$ cat src/rtl/cpu_pkg.sv
// Shared CPU definitions: command and run-state encodings plus the
// default widths used by the CPU core, i_mem and run control.
package cpu_pkg;

   localparam int DEF_ADDR_W  = 8;
   localparam int DEF_INSTR_W = 32;
   localparam int DEF_CNT_W   = 16;

   typedef enum logic [1:0] {
      CMD_HALT = 2'd0,
      CMD_RUN  = 2'd1,
      CMD_STEP = 2'd2,
      CMD_LOAD = 2'd3
   } cmd_op_e;

   typedef enum logic [1:0] {
      ST_HALT = 2'd0,
      ST_RUN  = 2'd1,
      ST_STEP = 2'd2
   } state_e;

endpackage

$ cat src/rtl/cpu_run_ctrl_if.sv
// Host command port of the run-control sequencer.
// Handshake: a command transfers on a rising clk edge where cmd_valid and
// cmd_ready are both 1; cmd_op/cmd_data must be stable while cmd_valid is 1.
interface cpu_run_ctrl_if #(
   parameter int INSTR_W = cpu_pkg::DEF_INSTR_W
);
   logic               cmd_valid;
   logic               cmd_ready;
   logic [1:0]         cmd_op;
   logic [INSTR_W-1:0] cmd_data;

   modport master (output cmd_valid, output cmd_op, output cmd_data, input cmd_ready);
   modport slave  (input cmd_valid, input cmd_op, input cmd_data, output cmd_ready);
endinterface

$ cat src/rtl/cpu_run_ctrl_imem_loader.sv
// Instruction-memory loader: sequential write pointer with registered
// write strobe, address and data; rewind returns the pointer to 0.
module cpu_run_ctrl_imem_loader #(
   parameter int ADDR_W  = cpu_pkg::DEF_ADDR_W,
   parameter int INSTR_W = cpu_pkg::DEF_INSTR_W
) (
   input  logic               clk,
   input  logic               rst_n,
   input  logic               load,
   input  logic               rewind,
   input  logic [INSTR_W-1:0] data,
   output logic               we,
   output logic [ADDR_W-1:0]  addr,
   output logic [INSTR_W-1:0] wdata
);

   logic [ADDR_W-1:0] load_ptr;

   // The pointer wraps naturally at 2^ADDR_W; addr/wdata hold between writes.
   always_ff @(posedge clk or negedge rst_n) begin
      if (!rst_n) begin
         load_ptr <= '0;
         we       <= 1'b0;
         addr     <= '0;
         wdata    <= '0;
      end else begin
         we <= load;
         if (load) begin
            addr     <= load_ptr;
            wdata    <= data;
            load_ptr <= load_ptr + 1'b1;
         end else if (rewind) begin
            load_ptr <= '0;
         end
      end
   end

endmodule

$ cat src/rtl/cpu_run_ctrl.sv
// Run-control sequencer: HALT/RUN/STEP FSM gating the CPU clock enable,
// PC breakpoint with resume-skip, executed-cycle counter and i_mem loading.
module cpu_run_ctrl
   import cpu_pkg::*;
#(
   parameter int ADDR_W  = DEF_ADDR_W,
   parameter int INSTR_W = DEF_INSTR_W,
   parameter int CNT_W   = DEF_CNT_W
) (
   input  logic               clk,
   input  logic               rst_n,
   cpu_run_ctrl_if.slave      cmd,
   input  logic               bp_en,
   input  logic [ADDR_W-1:0]  bp_addr,
   input  logic [ADDR_W-1:0]  pc,
   output logic               cpu_ce,
   output logic               cpu_rst,
   output logic               imem_we,
   output logic [ADDR_W-1:0]  imem_addr,
   output logic [INSTR_W-1:0] imem_wdata,
   output logic [1:0]         state,
   output logic               bp_hit,
   output logic               cmd_err,
   output logic [CNT_W-1:0]   cyc_cnt
);

   state_e  st, st_nxt;
   cmd_op_e op;
   logic    bp_skip, bp_skip_nxt;
   logic    accept, bp_stop;
   logic    load_go, rewind_go, bp_hit_nxt, cmd_err_nxt;

   assign op            = cmd_op_e'(cmd.cmd_op);
   assign cmd.cmd_ready = (st != ST_STEP);
   assign accept        = cmd.cmd_valid && cmd.cmd_ready;
   // bp_skip lets a fresh RUN execute the PC it previously stopped on.
   assign bp_stop       = bp_en && (pc == bp_addr) && !bp_skip;
   assign state         = st;

   always_comb begin
      st_nxt      = st;
      bp_skip_nxt = bp_skip;
      load_go     = 1'b0;
      rewind_go   = 1'b0;
      bp_hit_nxt  = 1'b0;
      cmd_err_nxt = 1'b0;
      cpu_ce      = 1'b0;
      case (st)
         ST_HALT: begin
            if (accept) begin
               case (op)
                  CMD_RUN: begin
                     st_nxt      = ST_RUN;
                     bp_skip_nxt = 1'b1;
                  end
                  CMD_STEP: st_nxt    = ST_STEP;
                  CMD_LOAD: load_go   = 1'b1;
                  default:  rewind_go = 1'b1;
               endcase
            end
         end
         ST_RUN: begin
            cpu_ce = !bp_stop;
            if (!bp_stop) bp_skip_nxt = 1'b0;
            if (bp_stop) begin
               st_nxt     = ST_HALT;
               bp_hit_nxt = 1'b1;
            end
            if (accept && op == CMD_HALT) st_nxt = ST_HALT;
            if (accept && op == CMD_LOAD) cmd_err_nxt = 1'b1;
         end
         ST_STEP: begin
            cpu_ce = 1'b1;
            st_nxt = ST_HALT;
         end
         default: st_nxt = ST_HALT;
      endcase
   end

   always_ff @(posedge clk or negedge rst_n) begin
      if (!rst_n) begin
         st      <= ST_HALT;
         bp_skip <= 1'b0;
         cpu_rst <= 1'b0;
         bp_hit  <= 1'b0;
         cmd_err <= 1'b0;
         cyc_cnt <= '0;
      end else begin
         st      <= st_nxt;
         bp_skip <= bp_skip_nxt;
         cpu_rst <= rewind_go;
         bp_hit  <= bp_hit_nxt;
         cmd_err <= cmd_err_nxt;
         if (rewind_go)
            cyc_cnt <= '0;
         else if (cpu_ce && (cyc_cnt != {CNT_W{1'b1}}))
            cyc_cnt <= cyc_cnt + 1'b1;
      end
   end

   cpu_run_ctrl_imem_loader #(
      .ADDR_W  (ADDR_W),
      .INSTR_W (INSTR_W)
   ) u_loader (
      .clk    (clk),
      .rst_n  (rst_n),
      .load   (load_go),
      .rewind (rewind_go),
      .data   (cmd.cmd_data),
      .we     (imem_we),
      .addr   (imem_addr),
      .wdata  (imem_wdata)
   );

endmodule

$ cat src/flat_wrapper.sv
// flat-port wrapper written by rule: the top's interface ports become plain ports
module cpu_run_ctrl_flat import cpu_pkg::*;
#(
   parameter int ADDR_W  = DEF_ADDR_W,
   parameter int INSTR_W = DEF_INSTR_W,
   parameter int CNT_W   = DEF_CNT_W
)
  (clk, rst_n, bp_en, bp_addr, pc, cpu_ce, cpu_rst, imem_we, imem_addr, imem_wdata, state, bp_hit, cmd_err, cyc_cnt, cmd_cmd_valid, cmd_cmd_op, cmd_cmd_data, cmd_cmd_ready);
  cpu_run_ctrl_if #(.INSTR_W(INSTR_W)) cmd_i ();
  input  logic clk;
  input  logic rst_n;
  input  logic bp_en;
  input  logic [ADDR_W-1:0] bp_addr;
  input  logic [ADDR_W-1:0] pc;
  output logic cpu_ce;
  output logic cpu_rst;
  output logic imem_we;
  output logic [ADDR_W-1:0] imem_addr;
  output logic [INSTR_W-1:0] imem_wdata;
  output logic [1:0] state;
  output logic bp_hit;
  output logic cmd_err;
  output logic [CNT_W-1:0] cyc_cnt;
  input wire logic [$bits(cmd_i.cmd_valid)-1:0] cmd_cmd_valid;
  input wire logic [$bits(cmd_i.cmd_op)-1:0] cmd_cmd_op;
  input wire logic [$bits(cmd_i.cmd_data)-1:0] cmd_cmd_data;
  output wire logic [$bits(cmd_i.cmd_ready)-1:0] cmd_cmd_ready;
  assign cmd_i.cmd_valid = cmd_cmd_valid;
  assign cmd_i.cmd_op = cmd_cmd_op;
  assign cmd_i.cmd_data = cmd_cmd_data;
  assign cmd_cmd_ready = cmd_i.cmd_ready;
  cpu_run_ctrl #(.ADDR_W(ADDR_W), .INSTR_W(INSTR_W), .CNT_W(CNT_W)) u_core (.clk(clk), .rst_n(rst_n), .cmd(cmd_i), .bp_en(bp_en), .bp_addr(bp_addr), .pc(pc), .cpu_ce(cpu_ce), .cpu_rst(cpu_rst), .imem_we(imem_we), .imem_addr(imem_addr), .imem_wdata(imem_wdata), .state(state), .bp_hit(bp_hit), .cmd_err(cmd_err), .cyc_cnt(cyc_cnt));
endmodule
$ cat config.mk
export PLATFORM = sky130hd
export DESIGN_NAME = cpu_run_ctrl_flat
export DESIGN_NICKNAME = d
export VERILOG_FILES = /design/src/rtl/cpu_pkg.sv /design/src/rtl/cpu_run_ctrl_if.sv /design/src/rtl/cpu_run_ctrl_imem_loader.sv /design/src/rtl/cpu_run_ctrl.sv /design/src/flat_wrapper.sv
export SDC_FILE = /design/constraint.sdc
export NUM_CORES = 1
export LEC_CHECK = 0
export BUFFER_PORTS_ARGS = -buffer_cell sky130_fd_sc_hd__buf_2
export CAP_MARGIN = 20
export CELL_PAD_IN_SITES_DETAIL_PLACEMENT = 0
export CELL_PAD_IN_SITES_GLOBAL_PLACEMENT = 1
export CORE_UTILIZATION = 38
export CTS_CLUSTER_SIZE = 16
export DETAILED_ROUTE_END_ITERATION = 16
export PLACE_DENSITY = 0.89
export SYNTH_ARGS = -nofsm -noshare
export SYNTH_HDL_FRONTEND = slang
export SYNTH_HIERARCHICAL = 1
export SYNTH_SLANG_ARGS = --single-unit
$ cat constraint.sdc
create_clock -name clk -period 2.9 [get_ports clk]
set_input_delay 0.29 -clock clk [delete_from_list [all_inputs] [get_ports clk]]
set_output_delay 0.29 -clock clk [all_outputs]
set_load 0.01 [all_outputs]
# [Word level (Yosys, flattened, before mapping)]
# Cells that the tools add are included.
[totals] reg_bits=71 latchBits=0 mem_bits_rw=0 rom_bits=0 elab_cells=65 n_memories=0
[op_classes] add_sub_neg=2 n_mul=0 div_mod_pow=0 order_cmp=0 n_eq_ne=13 shifts=0 n_mux=24 bitwise=0 reduce_logical=16
[ops] operator="$mux W16" n=2
[ops] operator="$add A16 B1 Y16 const B" n=1
[ops] operator="$mux W8" n=2
[ops] operator="$ne A16 B16 Y1 const B" n=1
[ops] operator="$mux W1" n=13
[ops] operator="$add A8 B1 Y8 const B" n=1
[ops] operator="$eq A8 B8 Y1" n=1
[ops] operator="$pmux W2 S2" n=2
[ops] operator="$eq A2 B2 Y1 const B" n=3
[ops] operator="$logic_and A1 B1 Y1" n=6
[ops] operator="$mux W2" n=3
[ops] operator="$ne A2 B2 Y1 const B" n=3
[ops] operator="$reduce_bool A2 Y1" n=3
[ops] operator="$eq A2 B1 Y1 const B" n=2
[ops] operator="$logic_not A2 Y1" n=2
[ops] operator="$pmux W1 S2" n=2
[ops] operator="$reduce_and A4 Y1" n=1
[ops] operator="$ne A3 B1 Y1 const B" n=1
[ops] operator="$ne A3 B3 Y1 const B" n=1
[ops] operator="$reduce_and A3 Y1" n=1
[ops] operator="$reduce_or A3 Y1" n=1
[ops] operator="$logic_not A1 Y1" n=2
[ops] operator="$ne A2 B1 Y1 const B" n=1

# [Longest topological paths before layout]
[depth] depth_word=8 mapped_depth=10 depth_no_buf=8

# [Hierarchy]
# Netlist, hierarchy kept.
[by_module_without_submodules] module="cpu_run_ctrl_imem_loader" n_inst=1 cells_each=126 area_each_um2=1961.9 seq_area_each_um2=1226.2
[by_module_without_submodules] module="cpu_run_ctrl" n_inst=1 cells_each=167 area_each_um2=1461.4 seq_area_each_um2=550.5

# [Worst setup path before layout]
# OpenSTA, ideal clock, no wires.
[synth_timing] kind="reg-to-reg" from="reg u_core.st[0], in the netlist u_core/state[0]" to="reg u_core.u_loader.load_ptr[7]" setup_ns=0.134 arrival_time_ns=2.093 required_ns=2.766 path_slack_ns=0.673 stages_incl_launch_ff=10 n_path_buf=1 synth_period_minus_slack_ns=2.227 cell_sequence="dfrtp_1 inv_1 ha_1 nor2b_1 nand3_1 inv_1 clkbuf_1 nand2b_1 o311ai_2 o41ai_1"
[synth_via] elab_chain_len=5
[synth_lines] element="from (decl)" line_no="cpu_run_ctrl.sv:27" rtl="state_e st, st_nxt;"
[synth_lines] element="from (signal assigned)" line_no="cpu_run_ctrl.sv:89" rtl="st <= st_nxt;"
[synth_lines] element="$ne A2 B2 Y1" line_no="cpu_run_ctrl.sv:34" rtl="assign cmd.cmd_ready = (st != ST_STEP);"
[synth_lines] element="$logic_and A1 B1 Y1" line_no="cpu_run_ctrl.sv:35" rtl="assign accept = cmd.cmd_valid && cmd.cmd_ready;"
[synth_lines] element="$mux W1" line_no="cpu_run_ctrl.sv:50" rtl="if (accept) begin"
[synth_lines] element="$mux W1 (*)" line_no="cpu_run_ctrl.sv:48" rtl="case (st)"
[synth_lines] element="net u_core.rewind_go" line_no="cpu_run_ctrl.sv:31" rtl="logic load_go, rewind_go, bp_hit_nxt, cmd_err_nxt;"
[synth_lines] element="$reduce_bool A2 Y1 (no source line) (*)"
[synth_lines] element="to (signal assigned)" line_no="cpu_run_ctrl_imem_loader.sv:31" rtl="load_ptr <= load_ptr + 1'b1;"
[synth_lines] element="to (decl)" line_no="cpu_run_ctrl_imem_loader.sv:17" rtl="logic [ADDR_W-1:0] load_ptr;"
# Mark *: on every way through the listed nets, which the timed path passes. The rest lies on a longest branch.
# A chain may end at the register's enable or synchronous reset.

# [Final worst setup path]
[layout_timing] from="reg u_core.bp_skip" to="out cpu_ce"
[layout_via] elab_chain_len=4
[layout_lines] element="from (decl)" line_no="cpu_run_ctrl.sv:29" rtl="logic bp_skip, bp_skip_nxt;"
[layout_lines] element="from (signal assigned)" line_no="cpu_run_ctrl.sv:90" rtl="bp_skip <= bp_skip_nxt;"
[layout_lines] element="$logic_not A1 Y1" line_no="cpu_run_ctrl.sv:37" rtl="assign bp_stop = bp_en && (pc == bp_addr) && !bp_skip;"
[layout_lines] element="$logic_and A1 B1 Y1" line_no="cpu_run_ctrl.sv:37"
[layout_lines] element="$logic_not A1 Y1" line_no="cpu_run_ctrl.sv:63" rtl="cpu_ce = !bp_stop;"
[layout_lines] element="$pmux W1 S2" line_no="cpu_run_ctrl.sv:48"
[layout_lines] element="to (decl)" line_no="flat_wrapper.sv:15" rtl="output logic cpu_ce;"
# Every way passes these cells.

==> flow_summary_export.csv <==
group,metric,value,unit
worst_setup_path,crit_required,2.61,ns
min_path,min_path_type,"input port to asynchronous set/reset pin",
sta,slew_violations,0,
cells_and_area,syn2layout_area_growth,26.0,%
worst_setup_path,cp-end-kind,"output pin",
worst_setup_path,crit_slowest_cell,"and4_1",
synthesis,ys_seq_area_share,51.9,%
clocking,clk_path_buf_depth,2,
worst_setup_path,crit_type,"register to output pin",
synthesis,async_flop_share,100,%
outcome,status,"completed",
floorplanning,fp-row-count,34,
synthesis,syn_inst,293,
floorplanning,die_area,9390,µm²
clocking,insertion_delay,0.33,ns
sta,period_needed,2.58,ns
cells_and_area,fillers,804,
worst_setup_path,cp-start-kind,"register",
detailed_routing,routed_via_density,5.21,
global_routing,grt_pass1_wl,12600,µm
worst_setup_path,path_cells,"nand2b_1, nor4_2, and4_1, nor2_1, buf_2",
power,irDropWorstVdd,344,µV
sta,tightest_slew,1.05,ns
job,cap_violations,0,
sta,rsz0062_at_grt,"false",
power,cellLeakagePower,2.05,nW
place,hpwl,5480,µm
synthesis,synth_warnings,6,
place,routabilityCongestion,0.870,
sta,fmax,0.388,GHz
global_routing,track_usage,16.4,%
cells_and_area,diodes,0,
clocking,holdBufCountCts,0,
global_routing,grt_pass1_vias,2589,
cells_and_area,most-common-layout-cells,"117 x buf_2, 71 x dfrtp_1, 40 x mux2_2",
global_routing,grt_max_degree,39,
worst_setup_path,r2r_cells,8,
floorplanning,die_width,96.9,µm
detailed_routing,wirelength,7440,µm
synthesis,ys_ff_latch,71,
detailed_routing,drt_iter0_markers,67,
sta,setup_viol,0,
clocking,cts_tree,"done",
detailed_routing,drc_errors,0,
sta,hold_viol_final,0,
synthesis,synth_ff_type,"dfrtp_1",
global_routing,grt_antenna_before_repair,0,
floorplanning,die_h,96.9,µm
worst_setup_path,crit_path_max_fanout,25,
synthesis,synth_edf_count,0,
synthesis,syn_area_per_cell,11.7,µm²
clocking,cts_resized,0,
clocking,clock_sink_count,71,
place,portBuffers,117,
synthesis,synth_area,3420,µm²
clocking,numCtsBuffers,9,
sta,relSlewSlack,29.1,%
detailed_routing,detail-route-antenna-nets,0,
global_routing,grt_overflow,0,
synthesis,syn-num-nets,352,
sta,fin_ws,0.322,ns
worst_setup_path,cp_slowest_stage_delay,0.78,ns
clocking,cts_root_buf,"clkbuf_8",
detailed_routing,vias,2742,
worst_setup_path,timing.rr.start,"u_core/state[0]",
worst_setup_path,worstSetupStartpoint,"u_core/bp_skip",
floorplanning,design.portCount,118,
clocking,clk_pin_slew_worst_paths,0.08,ns
clocking,post_cts.repair.setup_buffers,0,
synthesis,synth_cell_types,49,
worst_setup_path,path_buf_inv,1,
cells_and_area,drive_gt1_share,45.0,%
detailed_routing,wl_per_cell,14.1,µm
floorplanning,start_util,39.3,%
floorplanning,placeableCoreArea,8720,µm²
sta,tns,0,ns
worst_setup_path,cp.arrival,2.29,ns
place,dp_slack,0.512,ns
worst_setup_path,critical-path-top-delay-family,"simple AND/OR/NAND/NOR gates",
cells_and_area,layout.nets,472,
sta,fin_crit_sh,88.9,%
worst_setup_path,regToRegSetupSlack,0.47,ns
clocking,h-tree-depth,3,
worst_setup_path,timing.rr.end,"u_core/u_loader/load_ptr[5]",
detailed_routing,firstDrtPassIters,4,
cells_and_area,layout_commonest_cell,"buf_2",
power,power.density,698,nW/µm²
sta,skew,0.00909,ns
[registers in the layout, summed over array words and instances, names as in the netlist]
signal / flops
u_core/cyc_cnt: 16
u_core/cmd_err: 1
u_core/bp_skip: 1
u_core/u_loader/we: 1
u_core/u_loader/addr: 8
u_core/cpu_rst: 1
u_core/bp_hit: 1
u_core/u_loader/wdata: 32
u_core/u_loader/load_ptr: 8
u_core/state: 2
[Yosys cell counts (7+ instances only)]
library cell	count	area (µm²)
a21oi_1	17	85.1
dfrtp_1	71	1780
inv_1	7	26.3
mux2_2	40	450
nand2_1	18	67.6
nand2b_1	8	50.1
nand3_1	10	50.1
nor2_1	13	48.8
o21ai_0	15	75.1
xor2_1	9	78.8
[how the worst max path moves through the flow]
stage	to	slack (ns)	cells past startpoint
floorplan	u_core/u_loader/load_ptr[7]	0.67	9
global placement	u_core/u_loader/load_ptr[7]	0.59	8
detailed placement	u_core/u_loader/load_ptr[7]	0.51	8
CTS	cpu_ce	0.32	5
global route	cpu_ce	0.13	5
finish	cpu_ce	0.32	5
[where the power goes]
| group | switching [mW] | internal, mW |
|---|---|---|
| sequential | 0.155 | 1.23 |
| combinational | 0.408 | 0.413 |
| clock | 0.384 | 0.424 |
| total | 0.947 | 2.07 |
[routing by layer]
layer	wire length (µm)	vias up	share of wire (%)	track usage (%)
li1	-	1324	-	-
met1	3500	1330	47	23.0
met2	3540	84	48	24.6
met3	365	4	4.9	3.61
met4	37	0	0.50	6.43
met5	0	-	0	0
[layout make-up]
cell class,instances,area (µm²),share of cell area (%)
tap,108,135,3.13
multi-input combinational,201,1520,35.1
clock inverter,6,67.6,1.57
inverter,7,26.3,0.609
clock buffer,10,138,3.19
sequential,71,1780,41.2
timing repair buffer,123,656,15.2
[stage by stage]
| stage | total power [mW] | std cells | instance area (µm²) | util, % | hold slack [ns] |
|---|---|---|---|---|---|
| 3_5_place_dp | 2.24 | 510 | 4110 | 47.1 | 0.434 |
| 3_3_place_gp | 2.21 | 510 | 4110 | 47.1 | 0.431 |
| 4_1_cts | 3.06 | 526 | 4310 | 49.5 | 0.0632 |
| 5_1_grt | 3.21 | 526 | 4310 | 49.5 | 0.0934 |
| 2_1_floorplan | 1.88 | 293 | 3420 | - | -0.00559 |
| 6_report | 3.01 | 526 | 4310 | 49.5 | 0.0419 |
[cells by family (layout without fill, tap and decap cells)]
family / after synthesis / in the layout / share of synthesized area [%]
simple gates: 85 / 85 / 14.6
flops: 71 / 71 / 51.9
compound gates: 57 / 57 / 10.7
mux: 45 / 45 / 14.6
buf+inv: 21 / 146 / 4.06
xor+xnor: 9 / 9 / 2.30
fa+ha+maj: 5 / 5 / 1.83
[worst register-to-register path, stage by stage, from the launching register on]
cell      delay (ns)
dfrtp_1         0.43
inv_1           0.09
ha_1            0.25
nor2b_1         0.29
nand3_1         0.40
inv_1           0.42
nand2b_1        0.20
o211ai_1        0.14
o31ai_1         0.09
Power figures use the tool's default switching activity.
